## src/rtl/dsp_mac_sequencer.sv

```systemverilog
// dsp_mac_sequencer
// Control FSM that walks one DSP48A1 slice through an N-tap multiply-accumulate
// job. A job descriptor (base address, tap count) is accepted in IDLE. One P
// register reset cycle follows. Operand reads are then issued one per cycle.
// A valid shift chain mirrors the slice's operand/M/P pipeline and drives the
// clock enables. When P holds the final sum, the result is presented on a
// valid/ready handshake.
//
// Handshakes: a transfer happens on a rising clk edge where valid and ready
// are both high. start_ready is high only in IDLE. res_valid and res_taps are
// held stable from the first DONE cycle until res_ready is seen.
//
// Ports:
//   clk, reset        clock; asynchronous active-high reset
//   start_valid/ready job descriptor handshake; start_base, start_len payload
//   mem_rd, mem_addr  operand read strobe/address (data returns next cycle)
//   dsp_ce_ab/m/p     slice register clock enables (ce_m held 0 when MREG=0)
//   dsp_rst_p         P register reset pulse (CLEAR state only)
//   dsp_opmode        ACC_OPMODE while a job is running, 0 otherwise
//   res_valid/ready   result handshake; res_taps = tap count of that job
//   busy              sequencer not in IDLE
//   dbg_state         current FSM state encoding
module dsp_mac_sequencer #(
  parameter int          ADDR_W     = 8,
  parameter int          LEN_W      = 8,
  parameter int          MREG       = 1,
  parameter logic [7:0]  ACC_OPMODE = 8'h09
) (
  input  logic              clk,
  input  logic              reset,
  input  logic              start_valid,
  output logic              start_ready,
  input  logic [ADDR_W-1:0] start_base,
  input  logic [LEN_W-1:0]  start_len,
  output logic              mem_rd,
  output logic [ADDR_W-1:0] mem_addr,
  output logic              dsp_ce_ab,
  output logic              dsp_ce_m,
  output logic              dsp_ce_p,
  output logic              dsp_rst_p,
  output logic [7:0]        dsp_opmode,
  output logic              res_valid,
  input  logic              res_ready,
  output logic [LEN_W-1:0]  res_taps,
  output logic              busy,
  output logic [2:0]        dbg_state
);

  // Chain length = pipeline depth from memory output to P register.
  localparam int CHAIN = (MREG != 0) ? 3 : 2;

  typedef enum logic [2:0] {
    S_IDLE  = 3'd0,
    S_CLEAR = 3'd1,
    S_FETCH = 3'd2,
    S_DRAIN = 3'd3,
    S_DONE  = 3'd4
  } state_t;

  state_t             r_state;
  state_t             w_next;
  logic [ADDR_W-1:0]  r_base;
  logic [LEN_W-1:0]   r_len;
  logic [LEN_W-1:0]   r_idx;
  logic [CHAIN-1:0]   r_vld;
  logic               w_fetch;
  logic               w_last_idx;
  logic               w_chain_empty_next;

  assign w_fetch    = (r_state == S_FETCH);
  assign w_last_idx = (r_idx == (r_len - LEN_W'(1)));
  // Everything upstream of the P enable is empty, so after this edge the
  // whole chain is clear and P holds the final sum.
  assign w_chain_empty_next = (r_vld[CHAIN-2:0] == '0);

  // State and datapath registers.
  always_ff @(posedge clk or posedge reset) begin
    if (reset) begin
      r_state <= S_IDLE;
      r_base  <= '0;
      r_len   <= '0;
      r_idx   <= '0;
      r_vld   <= '0;
    end else begin
      r_state <= w_next;
      r_vld   <= {r_vld[CHAIN-2:0], w_fetch};
      if ((r_state == S_IDLE) && start_valid) begin
        r_base <= start_base;
        r_len  <= start_len;
      end
      if (w_fetch) begin
        r_idx <= r_idx + LEN_W'(1);
      end else begin
        r_idx <= '0;
      end
    end
  end

  // Next-state logic.
  always_comb begin
    w_next = r_state;
    case (r_state)
      S_IDLE:  if (start_valid) w_next = S_CLEAR;
      S_CLEAR: w_next = (r_len != '0) ? S_FETCH : S_DONE;
      S_FETCH: if (w_last_idx) w_next = S_DRAIN;
      S_DRAIN: if (w_chain_empty_next) w_next = S_DONE;
      S_DONE:  if (res_ready) w_next = S_IDLE;
      default: w_next = S_IDLE;
    endcase
  end

  // Output logic.
  always_comb begin
    start_ready = 1'b0;
    busy        = 1'b1;
    dsp_rst_p   = 1'b0;
    mem_rd      = 1'b0;
    mem_addr    = '0;
    dsp_opmode  = 8'h00;
    res_valid   = 1'b0;
    res_taps    = '0;
    case (r_state)
      S_IDLE: begin
        start_ready = 1'b1;
        busy        = 1'b0;
      end
      S_CLEAR: begin
        dsp_rst_p  = 1'b1;
        dsp_opmode = ACC_OPMODE;
      end
      S_FETCH: begin
        mem_rd     = 1'b1;
        // Address wraps modulo 2^ADDR_W.
        mem_addr   = r_base + ADDR_W'(r_idx);
        dsp_opmode = ACC_OPMODE;
      end
      S_DRAIN: begin
        dsp_opmode = ACC_OPMODE;
      end
      S_DONE: begin
        res_valid = 1'b1;
        res_taps  = r_len;
      end
      default: begin
        busy = 1'b0;
      end
    endcase
    dsp_ce_ab = r_vld[0];
    dsp_ce_m  = (MREG != 0) ? r_vld[1] : 1'b0;
    dsp_ce_p  = r_vld[CHAIN-1];
    dbg_state = r_state;
  end

endmodule

```

## config.mk

```make
export PLATFORM = sky130hd
export DESIGN_NAME = dsp_mac_sequencer
export DESIGN_NICKNAME = d
export VERILOG_FILES = /design/src/rtl/dsp_mac_sequencer.sv
export SDC_FILE = /design/constraint.sdc
export NUM_CORES = 1
export LEC_CHECK = 0
export ABC_AREA = 1
export CORE_UTILIZATION = 38
export DETAILED_ROUTE_END_ITERATION = 12
export PLACE_DENSITY = 0.7
export SETUP_SLACK_MARGIN = 0.1
export SLEW_MARGIN = 20
export SYNTH_ARGS = -nofsm -noshare
export SYNTH_HDL_FRONTEND = slang
export SYNTH_SLANG_ARGS = --single-unit
```

## constraint.sdc

```tcl
create_clock -name clk -period 2.75 [get_ports clk]
set_input_delay 0.55 -clock clk [delete_from_list [all_inputs] [get_ports clk]]
set_output_delay 0.55 -clock clk [all_outputs]
set_load 0.01 [all_outputs]
```

-- After elaboration in Yosys (flattened, before gate mapping)
Index checks and enable logic that the tools add are counted.
- flip-flop bits (word level): 30
- logic and storage cells: 39
- add/subtract/negate cells: 3
- eq/ne operators: 9
- muxes and demuxes: 15
- reduce and logical (&&, ||, !) cells: 7
- operators by type and width (kind ; count):
    8-bit 2-to-1 mux ; 3
    3-bit 2-to-1 mux ; 5
    3-bit case mux with 5 select lines ; 1
    8-bit by 1-bit adder with 8-bit output, second input constant ; 1
    8-bit adder ; 1
    8-bit == test ; 1
    8-bit nonzero test ; 1
    8-bit by 1-bit subtractor with 8-bit output, second input constant ; 1
    3-bit by 2-bit == test with 1-bit output, second input constant ; 2
    2-bit != test, second input constant ; 3
    1-bit 2-to-1 mux ; 5
    4-bit 2-to-1 mux ; 1
    4-bit AND reduction ; 1
    4-bit OR reduction ; 1
    3-bit by 1-bit == test with 1-bit output, second input constant ; 1
    3-bit == test, second input constant ; 1
    3-bit zero test ; 1
    3-bit OR reduction ; 1
    2-bit zero test ; 1
    2-bit by 1-bit != test with 1-bit output, second input constant ; 1
    1-bit logical AND ; 1

-- Logic depth before layout (Yosys ltp)
Gate-level depths: netlist (run 1).
- depth in word-level cells: 4
- mapped depth: 13

-- Worst setup path before layout (run 1)
No wires, ideal clock.
- path type: register to output
- start point: register r_idx[0]
- end point: output port mem_addr[6]
- arrival time: 1.656 ns
- setup slack: 0.544 ns
- cell stages (with the launch flop): 10
- path buffers: 0
- cells stage by stage: dfrtp_1 > ha_1 > fa_1 > nand3_1 > nand3_1 > nand2_1 > nand2_1 > a21oi_1 > xor2_1 > nor2_1
- longest elaborated chain between the ends: 2
- RTL lines (item ; line ; text):
    from (decl) ; 64 ; logic [LEN_W-1:0] r_idx;
    from (signal assigned) ; 92 ; r_idx <= r_idx + LEN_W'(1);
    8-bit adder ; 134 ; mem_addr = r_base + ADDR_W'(r_idx);
    8-bit 2-to-1 mux ; 122 ; case (r_state)
    to (decl) ; 36 ; output logic [ADDR_W-1:0] mem_addr,
No other way between the ends.

-- Worst setup path in the final report (run 1)
- start point: register r_state[0] (netlist: dbg_state[0])
- end point: output port busy
- longest elaborated chain between the ends: 3
- elaborated cells between the ends (all ways): 6
- RTL lines (item ; line ; text):
    from (decl) ; 60 ; state_t r_state;
    from (signal assigned) ; 85 ; r_state <= w_next;
    3-bit by 2-bit == test with 1-bit output, or another cell as far along ; 122 ;
    4-bit OR reduction (no source line) (*) ; n/a ;
    1-bit 2-to-1 mux (*) ; 122 ;
    to (decl) ; 45 ; output logic busy,
Every way passes the cells marked *; elsewhere a longest branch is shown, timed or not.

==> flow_summary.toml, run 1 <==
[routing]
met3WireLength_um = 270
drt_iter0_markers = 79
vias_per_cell = 4.66
dr_wl_met2_um = 2140
avgRoutedWirePerCell_um = 11.8
dr_total_vias = 1774
firstDrtPassIters = 5
route.detailed.drc = 0
highest_layer = "met4"
finalWirelength_um = 4480
drt-met1-wl_um = 2040
ant_nets = 0

[floorplanning]
core_sq_um = 4850
rows = 25
die_y_um = 73.7
die_area_sq_um = 5440
pin_count = 55
die_w_um = 73.7
start_util_pct = 40.3

[setup_path]
path_cells = "nor2_4 > inv_2 > nor2_4 > clkinvlp_4 > nand3_1 > clkdlybuf4s50_1"
required_ns = 2.20
crit_buf_inv = 3
max_stage_delay_ns = 0.55
cp_top_family = "buffers and inverters"
slowest_stage = "clkdlybuf4s50_1"
cp.arrival_ns = 1.99
crit_type = "reg -> out"
crit_top_cell = "nor2_4"
endpoint_kind = "primary output"
startpoint_type = "flop"
cp_max_fo = 8

[yosys]
syn_area_per_cell_sq_um = 7.76
synth_compound_area_share_pct = 8.96
synth.area.mux_share_pct = 5.37
synth_cell_types = 29
yosys.area_share.simple_pct = 27.5
syn_inst = 252
synth-xor-area-share_pct = 2.69
synth_warnings = 0
synth_top_family_by_area = "simple AND/OR/NAND/NOR gates"
synth-seq-cells = 30
syn_area_sq_um = 1960
yosysSeqAreaShare_pct = 38.4
synthAdderAreaFrac_pct = 6.78

[global_routing]
grt_pass1_vias = 1717
grt_pass1_wl_um = 7530
grt_overflow = 0
grt_util_all_layers_pct = 18.4
grt_max_degree = 31
antenna_found_initial = 0

[timing]
finalSetupTns_ns = 0
clock.fmax_mhz = 394
setup_viol_count_final = 0
hold_violations = 0
rsz0062_at_grt = "false"
worstMarginPinSlew_ns = 0.534
min_period_ns = 2.54
relSlewSlack_pct = 64.3
finalMaxSlewViolations = 0
fin_crit_sh_pct = 92.4
clock-skew-final_ns = 0.00469

[finish]
diodes = 0
layout-area-overhead-vs-synth_pct = 41.5
final_common_cell = "nand2_1"
layout_common_cells = "nand2_1 (47), clkdlybuf4s50_1 (41), nor2_1 (38)"
stdcell_area_sq_um = 2770
layout.nets = 343
fillers = 454
drive_gt1_share_pct = 19.7

[cts]
cts-hold-fix-buffers = 0
worstSkewPairLatency_ns = 0.29
cts_tree = "done"
path_clk_slew_ns = 0.07
cts_buffers = 5
cts_max_level = 2
cts_max_path_buffers = 2
cts.sinks = 30
cts_root_buf = "clkbuf_8"

[power]
ir_drop_mv = 0.701
internal-power_uw = 1830
p_per_area_nw_per_um2 = 1080
power_frac_seq_pct = 26.7
switching_share_pct = 38.7
power_frac_clock_pct = 18.8
leakage_uw = 0.00138
power_switching_uw = 1150
p_comb_share_pct = 54.5

[min_path]
hold_path_class = "reg -> reg"

[placed_design]
routabilityCongestion = 0.790
port_buffers = 48
post_dp_cell_area_sq_um = 2490
hpwl_um = 3170

[run_status]
status = "finished, final reports clean"

[flow_run]
cap_violations = 0
## cell type report
type,count,area (sq um),area share (%)
Timing Repair Buffer,60,569,20.6
Sequential cell,30,756,27.3
Clock inverter,2,60.1,2.17
Inverter,32,124,4.48
Clock buffer,6,82.6,2.98
Tap cell,67,83.8,3.03
Multi-Input combinational cell,184,1090,39.5
## cells by family after synthesis
family | Yosys count
simple gates | 120
buf+inv | 43
compound gates | 34
flops | 30
fa+ha+maj | 10
mux | 8
xor+xnor | 6
other cells | 1
## cells in the mapped netlist
cell	number	share of area, %
or2_2	1	0.32
buf_6	1	0.58
o21ai_0	9	2.3
nand4_1	5	1.6
xnor2_1	2	0.90
nand3_1	15	3.8
xor2_1	4	1.8
dfrtp_1	30	38
o211ai_1	1	0.38
fa_1	1	1.0
nand2_2	4	1.3
inv_2	6	1.2
ha_1	9	5.8
nand3_2	1	0.51
clkbuf_1	1	0.19
nor2_2	6	1.9
mux2_4	4	3.1
buf_2	2	0.51
nand2_1	47	9.0
nor2_1	38	7.3
a211oi_1	1	0.38
nor2_4	1	0.58
mux2_2	4	2.3
inv_1	26	5.0
buf_4	7	2.7
nor3_4	1	0.83
a21oi_1	23	5.9
conb_1	1	0.19
or2_1	1	0.32
## timing repair
item,CTS,global route
endpoints found under the setup margin,8,6
buffers inserted,1,7
resized for setup,12,13
pin swaps,0,2
## final timing paths
kind | cells past startpoint | slack (ns) | from | to
max | 6 | 0.21 | dbg_state[0] | busy
min | 0 | 0.40 | r_vld[1] | r_vld[2]
max reg2reg | 11 | 1.10 | r_len[0] | dbg_state[1]
min reg2reg | 0 | 0.40 | r_vld[1] | r_vld[2]
max in group asynchronous | 3 | 1.79 | reset | r_idx[1]
min in group asynchronous | 3 | 0.63 | reset | r_base[6]
## registers in the layout (all words and copies together), names as in the netlist
signal and cells:
dbg_state 3, r_base 8, r_idx 8, r_len 8, r_vld 3
## routing by layer
| metal | global-route usage (%) | vias up |
|---|---|---|
| met5 | 0 | - |
| met4 | 5.98 | 0 |
| met3 | 6.17 | 4 |
| met2 | 30.7 | 53 |
| met1 | 22.1 | 799 |
| li1 | - | 918 |
## stage by stage
stage / hold slack, ns / util (%) / instances / worst slack [ns] / total power, uW
finish: 0.400 / 57.1 / 381 / 0.210 / 2980
global route: 0.422 / 57.1 / 381 / 0.0963 / 3240
CTS: 0.402 / 55.3 / 374 / 0.0208 / 2860
detailed placement: 0.384 / 51.4 / 365 / 0.0364 / 2270
global placement: 0.389 / 51.4 / 365 / 0.0688 / 2250
floorplan: 0.430 / - / 257 / 0.544 / 1680
## power groups by stage
stage          Sequential, uW  Combinational, uW  Clock, uW
3_3_place_gp              778               1480          0
3_5_place_dp              781               1490          0
4_1_cts                   786               1510        564
2_1_floorplan             776                907          0
5_1_grt                   823               1820        593
6_report                  795               1620        561
(Power assumes the default switching activity.)
==> run 2, diff against run 1 <==
--- a/config.mk
+++ b/config.mk
@@ -6,6 +6,7 @@
 export NUM_CORES = 1
 export LEC_CHECK = 0
 export ABC_AREA = 1
+export CAP_MARGIN = 25
 export CORE_UTILIZATION = 38
 export DETAILED_ROUTE_END_ITERATION = 12
 export PLACE_DENSITY = 0.7
==> results of run 2 <==
No change in the layout: final DEF, timing and power equal those of run 1.
==> run 3, diff against run 2 <==
--- a/config.mk
+++ b/config.mk
@@ -7,6 +7,7 @@
 export LEC_CHECK = 0
 export ABC_AREA = 1
 export CAP_MARGIN = 25
+export CORE_MARGIN = 1.5
 export CORE_UTILIZATION = 38
 export DETAILED_ROUTE_END_ITERATION = 12
 export PLACE_DENSITY = 0.7
==> run 3 against run 2 <==
Effect of this change: setup slack worse by 0.013 ns; critical path depth grew 3; via count down 0.45%; first-iteration DRC count fell by 3.8%; hold slack gained 0.0060 ns; highest routed layer unchanged; largest cell class unchanged; routed wire length rose by 1.2%; design area is 2.4% lower; critical path type unchanged; count of clock-buffer cells in the layout rose by 1; clock skew is 0.0036 ns lower; non-clock buffer count down 1; sequential power down 0.5%; total power down 7.1%; critical endpoint is now mem_addr[5].
==> flow_summary.toml, run 3 (synthesis results as in run 1) <==
[routing]
finalWirelength_um = 4540
firstDrtPassIters = 4
route.detailed.drc = 0
avgRoutedWirePerCell_um = 11.9
vias_per_cell = 4.65
dr_total_vias = 1766
drt_iter0_markers = 76
ant_nets = 0

[timing]
finalSetupTns_ns = 0
worstMarginPinSlew_ns = 0.544
fin_crit_sh_pct = 92.8
min_period_ns = 2.55
rsz0062_at_grt = "false"
clock-skew-final_ns = 0.00113
relSlewSlack_pct = 63.6
finalMaxSlewViolations = 0
clock.fmax_mhz = 392
setup_viol_count_final = 0
hold_violations = 0

[cts]
cts_max_level = 2
cts_tree = "done"
path_clk_slew_ns = 0.06
cts.sinks = 30
cts-hold-fix-buffers = 0
cts_max_path_buffers = 2
cts_root_buf = "clkbuf_8"
worstSkewPairLatency_ns = 0.28
cts_buffers = 5

[setup_path]
slowest_stage = "dfrtp_2"
cp_top_family = "flip-flops"
max_stage_delay_ns = 0.45
crit_type = "reg -> out"
endpoint_kind = "primary output"
required_ns = 2.20
cp.arrival_ns = 2.00
cp_max_fo = 5
startpoint_type = "flop"
crit_top_cell = "nand2_1"
crit_buf_inv = 1
path_cells = "ha_4 > a21oi_1 > nand2_1 > nand2_1 > nand2_1 > a21oi_2 > xor2_1 > nor2_1 > dlygate4sd2_1"

[global_routing]
antenna_found_initial = 0
grt_overflow = 0
grt_max_degree = 31
grt_pass1_vias = 1695
grt_pass1_wl_um = 7370
grt_util_all_layers_pct = 17.3

[finish]
fillers = 462
fin_cells = 380
layout_common_cells = "nand2_1 (47), clkdlybuf4s50_1 (41), nor2_1 (38)"
layout.nets = 342
final_common_cell = "nand2_1"
largestRegisters = "r_base: 8 flops, r_idx: 8 flops, r_len: 8 flops"
diodes = 0
stdcell_area_sq_um = 2700
layout-area-overhead-vs-synth_pct = 38.2
final_core_util_pct = 55.7
drive_gt1_share_pct = 19.2

[flow_run]
cap_violations = 0

[power]
p_per_area_nw_per_um2 = 1020
power_switching_uw = 1140
power_frac_seq_pct = 28.6
ir_drop_mv = 0.615
switching_share_pct = 41.1
internal-power_uw = 1630
power_frac_clock_pct = 13.3
p_comb_share_pct = 58.1
leakage_uw = 0.00134

[floorplanning]
start_util_pct = 40.3
core_sq_um = 4850
die_y_um = 74.7
pin_count = 55
rows = 25
die_area_sq_um = 5590
die_w_um = 74.7

[placed_design]
routabilityCongestion = 0.784
hpwl_um = 3260
port_buffers = 48
dp.cells = 365
post_dp_cell_area_sq_um = 2490

[run_status]
status = "finished, final reports clean"

[min_path]
hold_path_class = "reg -> reg"
run 3: final cells by class:
class | instances | area [sq um] | share of cell area [%]
flip-flops and latches | 30 | 754 | 27.9
clock buffers | 7 | 86.3 | 3.19
clock inverters | 1 | 5.00 | 0.185
repair buffers | 59 | 558 | 20.6
multi-input cells | 184 | 1090 | 40.4
well taps | 67 | 83.8 | 3.10
inverters | 32 | 124 | 4.58
run 3: power groups by stage:
stage          Clock [uW]  Sequential (uW)  Combinational (uW)
2_1_floorplan           0              776                 907
3_3_place_gp            0              778                1480
3_5_place_dp            0              784                1490
4_1_cts               379              793                1510
5_1_grt               399              816                1790
6_report              367              791                1610
run 3: per-layer routing:
layer | track usage, % | share of wire [%]
met4 | 6.06 | 1.4
met3 | 5.62 | 5.5
met2 | 28.8 | 48
met5 | 0 | 0
met1 | 21.2 | 45
run 3: worst paths after layout:
check / from / to / slack [ns] / cells past startpoint
max reg2reg: r_len[0] / dbg_state[0] / 1.09 / 12
min in group asynchronous: reset / r_base[6] / 0.64 / 3
max: r_idx[2] / mem_addr[5] / 0.20 / 9
min reg2reg: r_vld[0] / r_vld[1] / 0.41 / 0
max in group asynchronous: reset / r_idx[2] / 1.80 / 3
min: r_vld[0] / r_vld[1] / 0.41 / 0
run 3: what timing repair did:
action	in CTS	in global routing
gates resized for setup	14	9
gates cloned	0	0
endpoints found under the setup margin	8	5
pin swaps	0	2
setup buffers	0	7
run 3: metrics by stage:
stage,power [uW],hold WS (ns),setup slack [ns]
after floorplan,1680,0.430,0.544
final,2770,0.406,0.197
after detailed placement,2280,0.390,0.0409
after global placement,2260,0.392,0.0697
after CTS,2680,0.408,0.0371
after global routing,3010,0.422,0.104
run 3: worst register-to-register path: cells and delay by family (launching register included):
family / cells / cell delay [ns]
AND/OR/NAND/NOR: 10 / 0.89
adder cells (fa/ha/maj): 1 / 0.27
buffers and inverters: 1 / 0.08
flip-flops: 1 / 0.36
